File: config.mk
export PLATFORM = sky130hd
export DESIGN_NAME = print_decimal
export DESIGN_NICKNAME = d
export VERILOG_FILES = /design/src/rtl/print_decimal_pkg.sv /design/src/rtl/print_decimal_seg7_encode.sv /design/src/rtl/print_decimal.sv
export SDC_FILE = /design/constraint.sdc
export NUM_CORES = 1
export LEC_CHECK = 0
export BUFFER_PORTS_ARGS = -buffer_cell sky130_fd_sc_hd__buf_2
export CAP_MARGIN = 10
export CELL_PAD_IN_SITES_DETAIL_PLACEMENT = 2
export CELL_PAD_IN_SITES_GLOBAL_PLACEMENT = 2
export CORE_ASPECT_RATIO = 1.2
export CORE_MARGIN = 4
export CORE_UTILIZATION = 36
export CTS_BUF_LIST = sky130_fd_sc_hd__clkbuf_4 sky130_fd_sc_hd__clkbuf_8
export DETAILED_ROUTE_END_ITERATION = 12
export PLACE_DENSITY_LB_ADDON = 0.1
export SYNTH_ARGS = -nofsm -noshare
export SYNTH_HDL_FRONTEND = slang
export SYNTH_SLANG_ARGS = --single-unit
File: constraint.sdc
create_clock -name i_clk -period 2.3 [get_ports i_clk]
set_clock_uncertainty 0.05 [all_clocks]
set_input_delay 0.23 -clock i_clk [delete_from_list [all_inputs] [get_ports i_clk]]
set_output_delay 0.23 -clock i_clk [all_outputs]
set_load 0.1 [all_outputs]
File: src/rtl/print_decimal_pkg.sv
// Shared constants, segment table and FSM state type for the decimal display driver.
package print_pkg;

  localparam logic [6:0] SEG_BLANK = 7'b1111111;
  localparam logic [6:0] SEG_MINUS = 7'b0111111;

  // Entries 10-15 are unreachable BCD codes and map to blank.
  localparam logic [6:0] SEG_TABLE [16] = '{
    7'b1000000, 7'b1111001, 7'b0100100, 7'b0110000,
    7'b0011001, 7'b0010010, 7'b0000010, 7'b1011000,
    7'b0000000, 7'b0010000, 7'b1111111, 7'b1111111,
    7'b1111111, 7'b1111111, 7'b1111111, 7'b1111111
  };

  typedef enum logic [1:0] {
    IDLE  = 2'd0,
    SHIFT = 2'd1,
    EMIT  = 2'd2
  } state_t;

  function automatic logic [63:0] pow10(input int n);
    logic [63:0] r;
    r = 64'd1;
    for (int i = 0; i < n; i++) begin
      r = r * 64'd10;
    end
    return r;
  endfunction

endpackage

File: src/rtl/print_decimal_seg7_encode.sv
// Combinational BCD digit to active-low {g..a} segment pattern.
module seg7_encode
  import print_pkg::*;
(
  input  logic [3:0] i_digit,
  output logic [6:0] o_seg
);

  assign o_seg = SEG_TABLE[i_digit];

endmodule

File: src/rtl/print_decimal.sv
// Iterative double-dabble binary-to-decimal converter driving a bank of registered 7-segment digits.
module print_decimal
  import print_pkg::*;
#(
  parameter int WIDTH  = 20,
  parameter int DIGITS = 6,
  parameter int SIGNED = 0
) (
  input  logic                  i_clk,
  input  logic                  i_rst,
  input  logic [WIDTH-1:0]      i_value,
  input  logic                  i_load,
  output logic                  o_ready,
  output logic                  o_done,
  output logic                  o_overflow,
  output logic [7*DIGITS-1:0]   o_hex
);

  localparam int          CW       = $clog2(WIDTH);
  localparam int          BW       = 4 * DIGITS;
  localparam logic [63:0] MAX_MAG  = pow10(DIGITS) - 64'd1;
  localparam logic [63:0] MIN_FULL = pow10(DIGITS - 1);

  state_t                r_state, w_next;
  logic [CW-1:0]         r_cnt;
  logic [WIDTH-1:0]      r_mag;
  logic [BW-1:0]         r_bcd;
  logic                  r_neg, r_ovf;
  logic                  r_ready, r_done, r_overflow;
  logic [7*DIGITS-1:0]   r_hex;

  logic                  w_neg, w_ovf;
  logic [WIDTH-1:0]      w_mag;
  logic [63:0]           w_mag64;
  logic [BW-1:0]         w_bcd_adj, w_bcd_shift;
  logic [3:0]            w_msd;
  logic [6:0]            w_seg [DIGITS];
  logic [7*DIGITS-1:0]   w_hex;

  // Magnitude is taken as an unsigned WIDTH-bit quantity so the most negative value does not wrap.
  assign w_neg   = (SIGNED != 0) && i_value[WIDTH-1];
  assign w_mag   = w_neg ? (~i_value + {{(WIDTH-1){1'b0}}, 1'b1}) : i_value;
  assign w_mag64 = 64'(w_mag);
  assign w_ovf   = (w_mag64 > MAX_MAG) || (w_neg && (w_mag64 >= MIN_FULL));

  // FSM state register.
  always_ff @(posedge i_clk) begin
    if (i_rst) begin
      r_state <= IDLE;
    end else begin
      r_state <= w_next;
    end
  end

  // FSM next-state logic.
  always_comb begin
    w_next = r_state;
    case (r_state)
      IDLE:    if (i_load) w_next = SHIFT; else w_next = IDLE;
      SHIFT:   if (r_cnt == {CW{1'b0}}) w_next = EMIT; else w_next = SHIFT;
      EMIT:    w_next = IDLE;
      default: w_next = IDLE;
    endcase
  end

  // Add-3 correction on every nibble, then shift in the next magnitude bit.
  always_comb begin
    w_bcd_adj = r_bcd;
    for (int k = 0; k < DIGITS; k++) begin
      if (r_bcd[4*k +: 4] >= 4'd5) begin
        w_bcd_adj[4*k +: 4] = r_bcd[4*k +: 4] + 4'd3;
      end else begin
        w_bcd_adj[4*k +: 4] = r_bcd[4*k +: 4];
      end
    end
  end

  assign w_bcd_shift = {w_bcd_adj[BW-2:0], r_mag[WIDTH-1]};

  for (genvar g = 0; g < DIGITS; g++) begin : g_enc
    seg7_encode u_enc (
      .i_digit (r_bcd[4*g +: 4]),
      .o_seg   (w_seg[g])
    );
  end

  // Blanking, sign placement and overflow substitution per digit.
  always_comb begin
    w_msd = 4'd0;
    w_hex = {(7*DIGITS){1'b1}};
    for (int k = 0; k < DIGITS; k++) begin
      if (r_bcd[4*k +: 4] != 4'd0) w_msd = 4'(k); else w_msd = w_msd;
    end
    for (int k = 0; k < DIGITS; k++) begin
      if (r_ovf) begin
        w_hex[7*k +: 7] = SEG_MINUS;
      end else if (4'(k) <= w_msd) begin
        w_hex[7*k +: 7] = w_seg[k];
      end else if (r_neg && (4'(k) == w_msd + 4'd1)) begin
        w_hex[7*k +: 7] = SEG_MINUS;
      end else begin
        w_hex[7*k +: 7] = SEG_BLANK;
      end
    end
  end

  // Datapath and registered outputs.
  always_ff @(posedge i_clk) begin
    if (i_rst) begin
      r_cnt      <= {CW{1'b0}};
      r_mag      <= {WIDTH{1'b0}};
      r_bcd      <= {BW{1'b0}};
      r_neg      <= 1'b0;
      r_ovf      <= 1'b0;
      r_ready    <= 1'b1;
      r_done     <= 1'b0;
      r_overflow <= 1'b0;
      r_hex      <= {(7*DIGITS){1'b1}};
    end else begin
      r_done <= 1'b0;
      case (r_state)
        IDLE: begin
          if (i_load) begin
            r_mag   <= w_mag;
            r_neg   <= w_neg;
            r_ovf   <= w_ovf;
            r_bcd   <= {BW{1'b0}};
            r_cnt   <= CW'(WIDTH - 1);
            r_ready <= 1'b0;
          end
        end
        SHIFT: begin
          r_bcd <= w_bcd_shift;
          r_mag <= {r_mag[WIDTH-2:0], 1'b0};
          r_cnt <= r_cnt - {{(CW-1){1'b0}}, 1'b1};
        end
        EMIT: begin
          r_hex      <= w_hex;
          r_overflow <= r_ovf;
          r_done     <= 1'b1;
          r_ready    <= 1'b1;
        end
        default: r_ready <= 1'b1;
      endcase
    end
  end

  assign o_ready    = r_ready;
  assign o_done     = r_done;
  assign o_overflow = r_overflow;
  assign o_hex      = r_hex;

endmodule

==> impl_results.md, run 1 <==
* Sinks on Clock Net at 97
* Post-synth top area share at 0.382
* Final setup margin at 0.131 ns
* FMAX at 0.461 GHz
* Area growth, synth to finish at 16.0%
* Row count at 47
* Antenna violations before repair at 0
* Worst rel slew slack at 0.438
* Syn Area/Cell at 8.55 um2
* Worst skew pair latency at 0.38 ns
* CP Max Fanout at 7
* Hold Slack at 0.0719 ns
* RSZ-0062 raised after global routing: false
* Min-delay src: i_value[0]
* Drt first pass iters at 4
* Post-DP HPWL at 11400 um
* Slew Viols, Final at 0
* # IOs at 68
* DRC viols at 0
* Yosys warning total at 0
* Mapped Cells at 594
* Hold Crit Endpoint: r_mag[0]
* IO Port Bufs at 67
* Setup WS pre-CTS at 0.0488 ns
* Sw Ratio at 0.291
* CP startpoint: r_bcd[17]
* DR WL/cell at 18.6 um
* P_leak at 0.00236 uW
* Setup violators final at 0
* Crit path time final at 2.17 ns
* Hold crit path type: input port to flop
* Kind of critical path: flop to flop
* Total grt overflow at 0
* Placer congestion estimate at 0.829
* Sw power at 969 uW
* CTS Buf Count at 9
* FF-to-FF End: o_hex[11]
* Fin. Hold Viols at 0
* Sequential-to-total area share from yosys stat at 0.382
* Tcrit/Tclk final at 0.943
* ANT cells at 0
* Post-synthesis cell type count at 59
* FF+latch count, synth at 97
* Clock transition at path regs at 0.09 ns
* Largest net degree at the start of global routing at 56
* Reg power frac at 0.534
* Cell Area, Synth at 5080 um2
* Hold Buf Count CTS at 0
* Vias in the first global route at 4948
* Starting DRT DRC Count at 187
* Max-Cap Viols at 0
* Die X at 116 um
* Req. time, crit path at 2.56 ns
* Pwr Density at 565 nW/um2
* Post-synth EDFFs at 0
* Int Pwr at 2360 uW
* Drt total wl at 15600 um
* Clock root buffer: clkbuf_8
* TritonCTS clock tree: done
* Register-to-register setup slack at 0.13 ns
* FFs w/ async S/R, synth at 0
* Vias per cell at 5.46
* H-tree depth at 3
* Gate power share at 0.138
* Post-Syn Nets at 655
* Worst r2r src: r_bcd[17]
* Top_reg_cell synth: dfxtp_1
* Via count at 4572
* Clock Tree Buf Depth at 2
* Core Area at 13800 um2
* Top area cells in the synthesized netlist: dfxtp_1 38%, ha_1 9.4%, a21oi_1 5.8%
* Multi-input logic area at 2880 um2
* Crit start category: flop
* Starting Density at 0.368
* Clock share of power at 0.329
* Maximum vdd drop at 247 uV
* Worst Tran Pin Value at 0.843 ns
* Layout fillers at 1543
* First-pass GRT wire length at 25700 um
* Layout cell share with drive strength beyond 1 at 0.201
* Nets at 723
* Hold Path Stages at 3
* Die footprint at 16100 um2
* Crit path DAT at 2.43 ns
* Global-route usage over all layers at 0.199
* FF+latch area at 1940 um2
* Status: complete, no violations
* Biggest area consumer among synthesized cells: dfxtp_1
* Crit path capture type: flop
* DRT antenna net count at 0
* Fin Setup TNS at 0 ns
* Die Ht at 138 um
* Worst Reg-to-Reg Cells at 6
## stage by stage
| stage | utilization | cell area, um2 | total power, uW | std cells |
|---|---|---|---|---|
| after floorplan | - | 5080 | 2130 | 594 |
| after global placement | 0.412 | 5690 | 2260 | 821 |
| after detailed placement | 0.412 | 5690 | 2280 | 821 |
| after CTS | 0.425 | 5870 | 3390 | 836 |
| after global routing | 0.426 | 5890 | 3500 | 837 |
| final | 0.426 | 5890 | 3330 | 837 |
## final cells by class
cell class                      count  share of cell area
Clock buffer                       13              0.0293
Clock inverter                      2             0.00212
Inverter                           28              0.0178
Multi-Input combinational cell    428               0.488
Sequential cell                    97               0.330
Tap cell                          171              0.0363
Timing Repair Buffer               98              0.0964
## cells by family after synthesis
| logic type | Yosys count | synth area share |
|---|---|---|
| AOI/OAI and AO/OA | 189 | 0.247 |
| and+or+nand+nor | 178 | 0.180 |
| DFF | 97 | 0.382 |
| buffers and inverters | 69 | 0.0542 |
| adders and majority gates | 38 | 0.0936 |
| muxes | 13 | 0.0261 |
| xor gates and xnor gates | 10 | 0.0172 |
## flip-flops by register name, indices dropped and copies added, names as in the netlist
name,cells
o_hex,42
r_ovf,1
o_ready,1
r_cnt,5
r_state,2
o_done,1
r_bcd,24
r_mag,20
o_overflow,1
## layout by cell type (no fill, tap or decap), types with 15 or more instances in the layout
master / count
buf_4: 31
nand2b_1: 19
a21oi_1: 59
o21ai_0: 30
a211oi_1: 15
a22oi_1: 19
buf_2: 67
nor2_1: 48
dfxtp_1: 95
nor3_1: 15
ha_1: 37
nand2_1: 40
inv_1: 28
## power groups by stage
stage	clock network (uW)	logic [uW]	registers [uW]
floorplan	0	234	1890
global placement	0	446	1810
detailed placement	0	466	1820
CTS	1140	468	1780
global route	1210	504	1790
finish	1090	458	1780
## synthesized netlist by cell type, drive strengths merged (8+ instances only)
| cell type | n |
|---|---|
| o21bai | 9 |
| a21oi | 59 |
| nand2b | 20 |
| nand3 | 9 |
| nand2 | 40 |
| a211oi | 15 |
| dfxtp | 97 |
| a22o | 12 |
| xnor2 | 8 |
| buf | 11 |
| clkbuf | 30 |
| nor2b | 14 |
| o21ai | 30 |
| nor3 | 15 |
| and2 | 9 |
| a22oi | 19 |
| mux2i | 11 |
| inv | 28 |
| o22a | 10 |
| nor2 | 49 |
| ha | 38 |
## how the worst max path moves through the flow
stage,end,slack [ns]
after global routing,o_hex[11],0.02
final,o_hex[11],0.13
after global placement,o_hex[8],0.19
after detailed placement,o_hex[8],0.05
after CTS,o_hex[8],0.01
after floorplan,o_hex[13],0.35
## per-layer routing
layer	vias to the layer above	track usage	share of wire
li1	2233	-	-
met1	2258	0.247	0.44
met2	59	0.343	0.52
met3	22	0.0337	0.026
met4	0	0.0654	0.019
met5	-	0	0
## what timing repair did
item                                    CTS  global route
endpoints found under the setup margin    0            11
resized for setup                         0             4
setup buffers                             0             1
endpoints found under the hold margin     0             0
## critical path, cell delays in order, from the launching register on
cell     delay, ns
dfxtp_2       0.37
inv_1         0.12
ha_2          0.23
or3b_4        0.45
or2_1         0.28
or3_1         0.41
a31oi_1       0.18
Note: power is estimated with default switching activity, not from simulation.
==> run 2, diff against run 1 <==
REMOVE_ABC_BUFFERS = 1   (was unset)
TNS_END_PERCENT = 10   (was unset)
==> run 2 against run 1 <==
Net effect: worst setup slack better by 0.018 ns; die area stayed put; critical path depth stayed put; worst hold slack worse by 0.032 ns; routed wire length is 1.4% lower; combinational power hardly changed; non-clock buffer count is 3 higher; sequential power hardly changed; cell count is 0.48% higher; first-iteration DRC count is 24% lower; sequential share of layout area is 0.35 points lower; critical path type unchanged; largest cell class unchanged; largest power group unchanged.
==> impl_results.md, run 2 (synthesis results as in run 1) <==
* Sinks on Clock Net at 97 (unchanged)
* Reg power frac at 0.503 (-0.031)
* TritonCTS clock tree: done
* CP startpoint: r_bcd[17]
* First-pass GRT wire length at 25200 um (-1.9%)
* Pwr Total at 3540 uW (+6.2%)
* Total grt overflow at 0 (unchanged)
* Area after DPL at 5720 um2 (+0.53%)
* DRC viols at 0 (unchanged)
* RSZ-0062 raised after global routing: false
* P_leak at 0.00239 uW (+1.4%)
* CTS Buf Count at 9 (unchanged)
* Clock Tree Buf Depth at 2 (unchanged)
* ANT cells at 0 (unchanged)
* Worst Tran Pin Value at 0.760 ns (-0.0832 ns)
* Hold crit path type: input port to flop
* Vias per cell at 5.47 (+0.18%)
* Sw power at 990 uW (+2.1%)
* Nets at 726 (+0.41%)
* Row count at 47 (unchanged)
* Placer congestion estimate at 0.798 (-3.7%)
* Most frequent cells in the layout: 96 x dfxtp_1, 67 x buf_2, 59 x a21oi_1
* Fin Setup TNS at 0 ns (unchanged)
* Starting DRT DRC Count at 142 (-24%)
* Final core occ at 0.431 (+0.00426)
* Die Ht at 138 um (unchanged)
* Core Area at 13800 um2 (unchanged)
* FMAX at 0.465 GHz (+0.82%)
* Kind of critical path: flop to flop
* Fin. Hold Viols at 0 (unchanged)
* Layout fillers at 1577 (+2.2%)
* Clock share of power at 0.367 (+0.038)
* Req. time, crit path at 2.56 ns (about the same)
* DR WL/cell at 18.3 um (-1.9%)
* # IOs at 68 (unchanged)
* Pwr Density at 594 nW/um2 (+5.1%)
* Crit path DAT at 2.41 ns (-0.02 ns)
* Die X at 116 um (unchanged)
* Die footprint at 16100 um2 (unchanged)
* Area growth, synth to finish at 17.1%
* Tcrit/Tclk final at 0.935 (-0.00766)
* Antenna violations before repair at 0 (unchanged)
* Global-route usage over all layers at 0.195 (-0.00331)
* Worst rel slew slack at 0.493 (+0.0549)
* Setup violators final at 0 (unchanged)
* Sw Ratio at 0.280 (-0.0110)
* Slew Viols, Final at 0 (unchanged)
* Largest register FFs at 42 (unchanged)
* Worst r2r src: r_bcd[17]
* Crit path capture type: flop
* Worst skew pair latency at 0.38 ns (about the same)
* Vias in the first global route at 4863 (-1.7%)
* Via count at 4602 (+0.66%)
* Starting Density at 0.368 (unchanged)
* H-tree depth at 3 (unchanged)
* Int Pwr at 2550 uW (+7.8%)
* Clock transition at path regs at 0.09 ns (about the same)
* Maximum vdd drop at 307 uV (+24%)
* Drt first pass iters at 4 (unchanged)
* Crit start category: flop
* # Post-CTS Setup Buffers at 0 (unchanged)
* Status: complete, no violations
* IO Port Bufs at 67 (unchanged)
* Crit path time final at 2.15 ns (-0.0176 ns)
* Final Instance Area at 5950 um2 (+1.0%)
* Largest net degree at the start of global routing at 42 (-25%)
* CP Max Fanout at 7 (unchanged)
* Max-Cap Viols at 0 (unchanged)
* DRT antenna net count at 0 (unchanged)
* Commonest non-fill, non-tap cell in the layout: dfxtp_1
* Gate power share at 0.130 (-0.008)
* Post-DP HPWL at 11200 um (-1.3%)
* Layout cell share with drive strength beyond 1 at 0.203 (+0.00178)
* Drt total wl at 15400 um (-1.4%)
* Clock root buffer: clkbuf_8
* Min-delay src: i_value[0]
-- run 2: cell count changes in the layout (fill, tap and decap cells not counted) --
cell       before  now
buf_4          31   34
bufinv_16       0    2
clkbuf_4        1    0
clkbuf_8       12   11
clkinv_2        1    2
dfxtp_1        95   96
dfxtp_2         2    1
nor4_1          3    4
nor4_2          1    0
-- run 2: worst paths after layout --
check / endpoint / slack [ns] / depth (start not counted)
worst max-delay path: o_hex[11] / 0.15 / 6
worst min-delay path: r_mag[0] / 0.04 / 3
worst max register to register: o_hex[11] / 0.15 / 6
worst min register to register: r_mag[1] / 0.41 / 2
-- run 2: area by class of cell --
class                           instances  area (um2)  area share
Multi-Input combinational cell        428        2870       0.482
Inverter                               28         105      0.0177
Clock inverter                          5        77.6      0.0130
Timing Repair Buffer                  101         591      0.0992
Tap cell                              171         214      0.0360
Clock buffer                           11         151      0.0254
Sequential cell                        97        1940       0.327
-- run 2: routing by layer --
layer	global-route usage	up-vias	share of wire
met5	0	-	0
met4	0.0623	0	0.013
met3	0.0310	12	0.031
met2	0.346	61	0.52
met1	0.237	2288	0.44
li1	-	2241	-
-- run 2: repair_timing --
action	CTS	global route
resized for setup	0	2
setup endpoints to repair	0	3
hold buffers	0	0
-- run 2: worst max-delay path, cell delays in order, from the launching register on --
cell	delay, ns
dfxtp_2	0.37
inv_1	0.10
ha_2	0.22
or3b_4	0.45
or2_1	0.30
or3_1	0.41
a31oi_1	0.19
-- run 2: power by group through the flow --
stage	clock network, uW	registers [uW]	logic, uW
3_5_place_dp	0	1820	466
5_1_grt	1420	1790	504
6_report	1300	1780	460
4_1_cts	1340	1780	467
2_1_floorplan	0	1900	194
3_3_place_gp	0	1810	452
-- run 2: metrics by stage --
| stage | std cells | hold slack, ns | setup WS (ns) |
|---|---|---|---|
| floorplan | 553 | 0.249 | -0.686 |
| global placement | 825 | 0.389 | 0.198 |
| detailed placement | 825 | 0.404 | 0.0821 |
| CTS | 841 | 0.0203 | 0.0590 |
| global route | 841 | 0.0424 | 0.0312 |
| finish | 841 | 0.0404 | 0.149 |
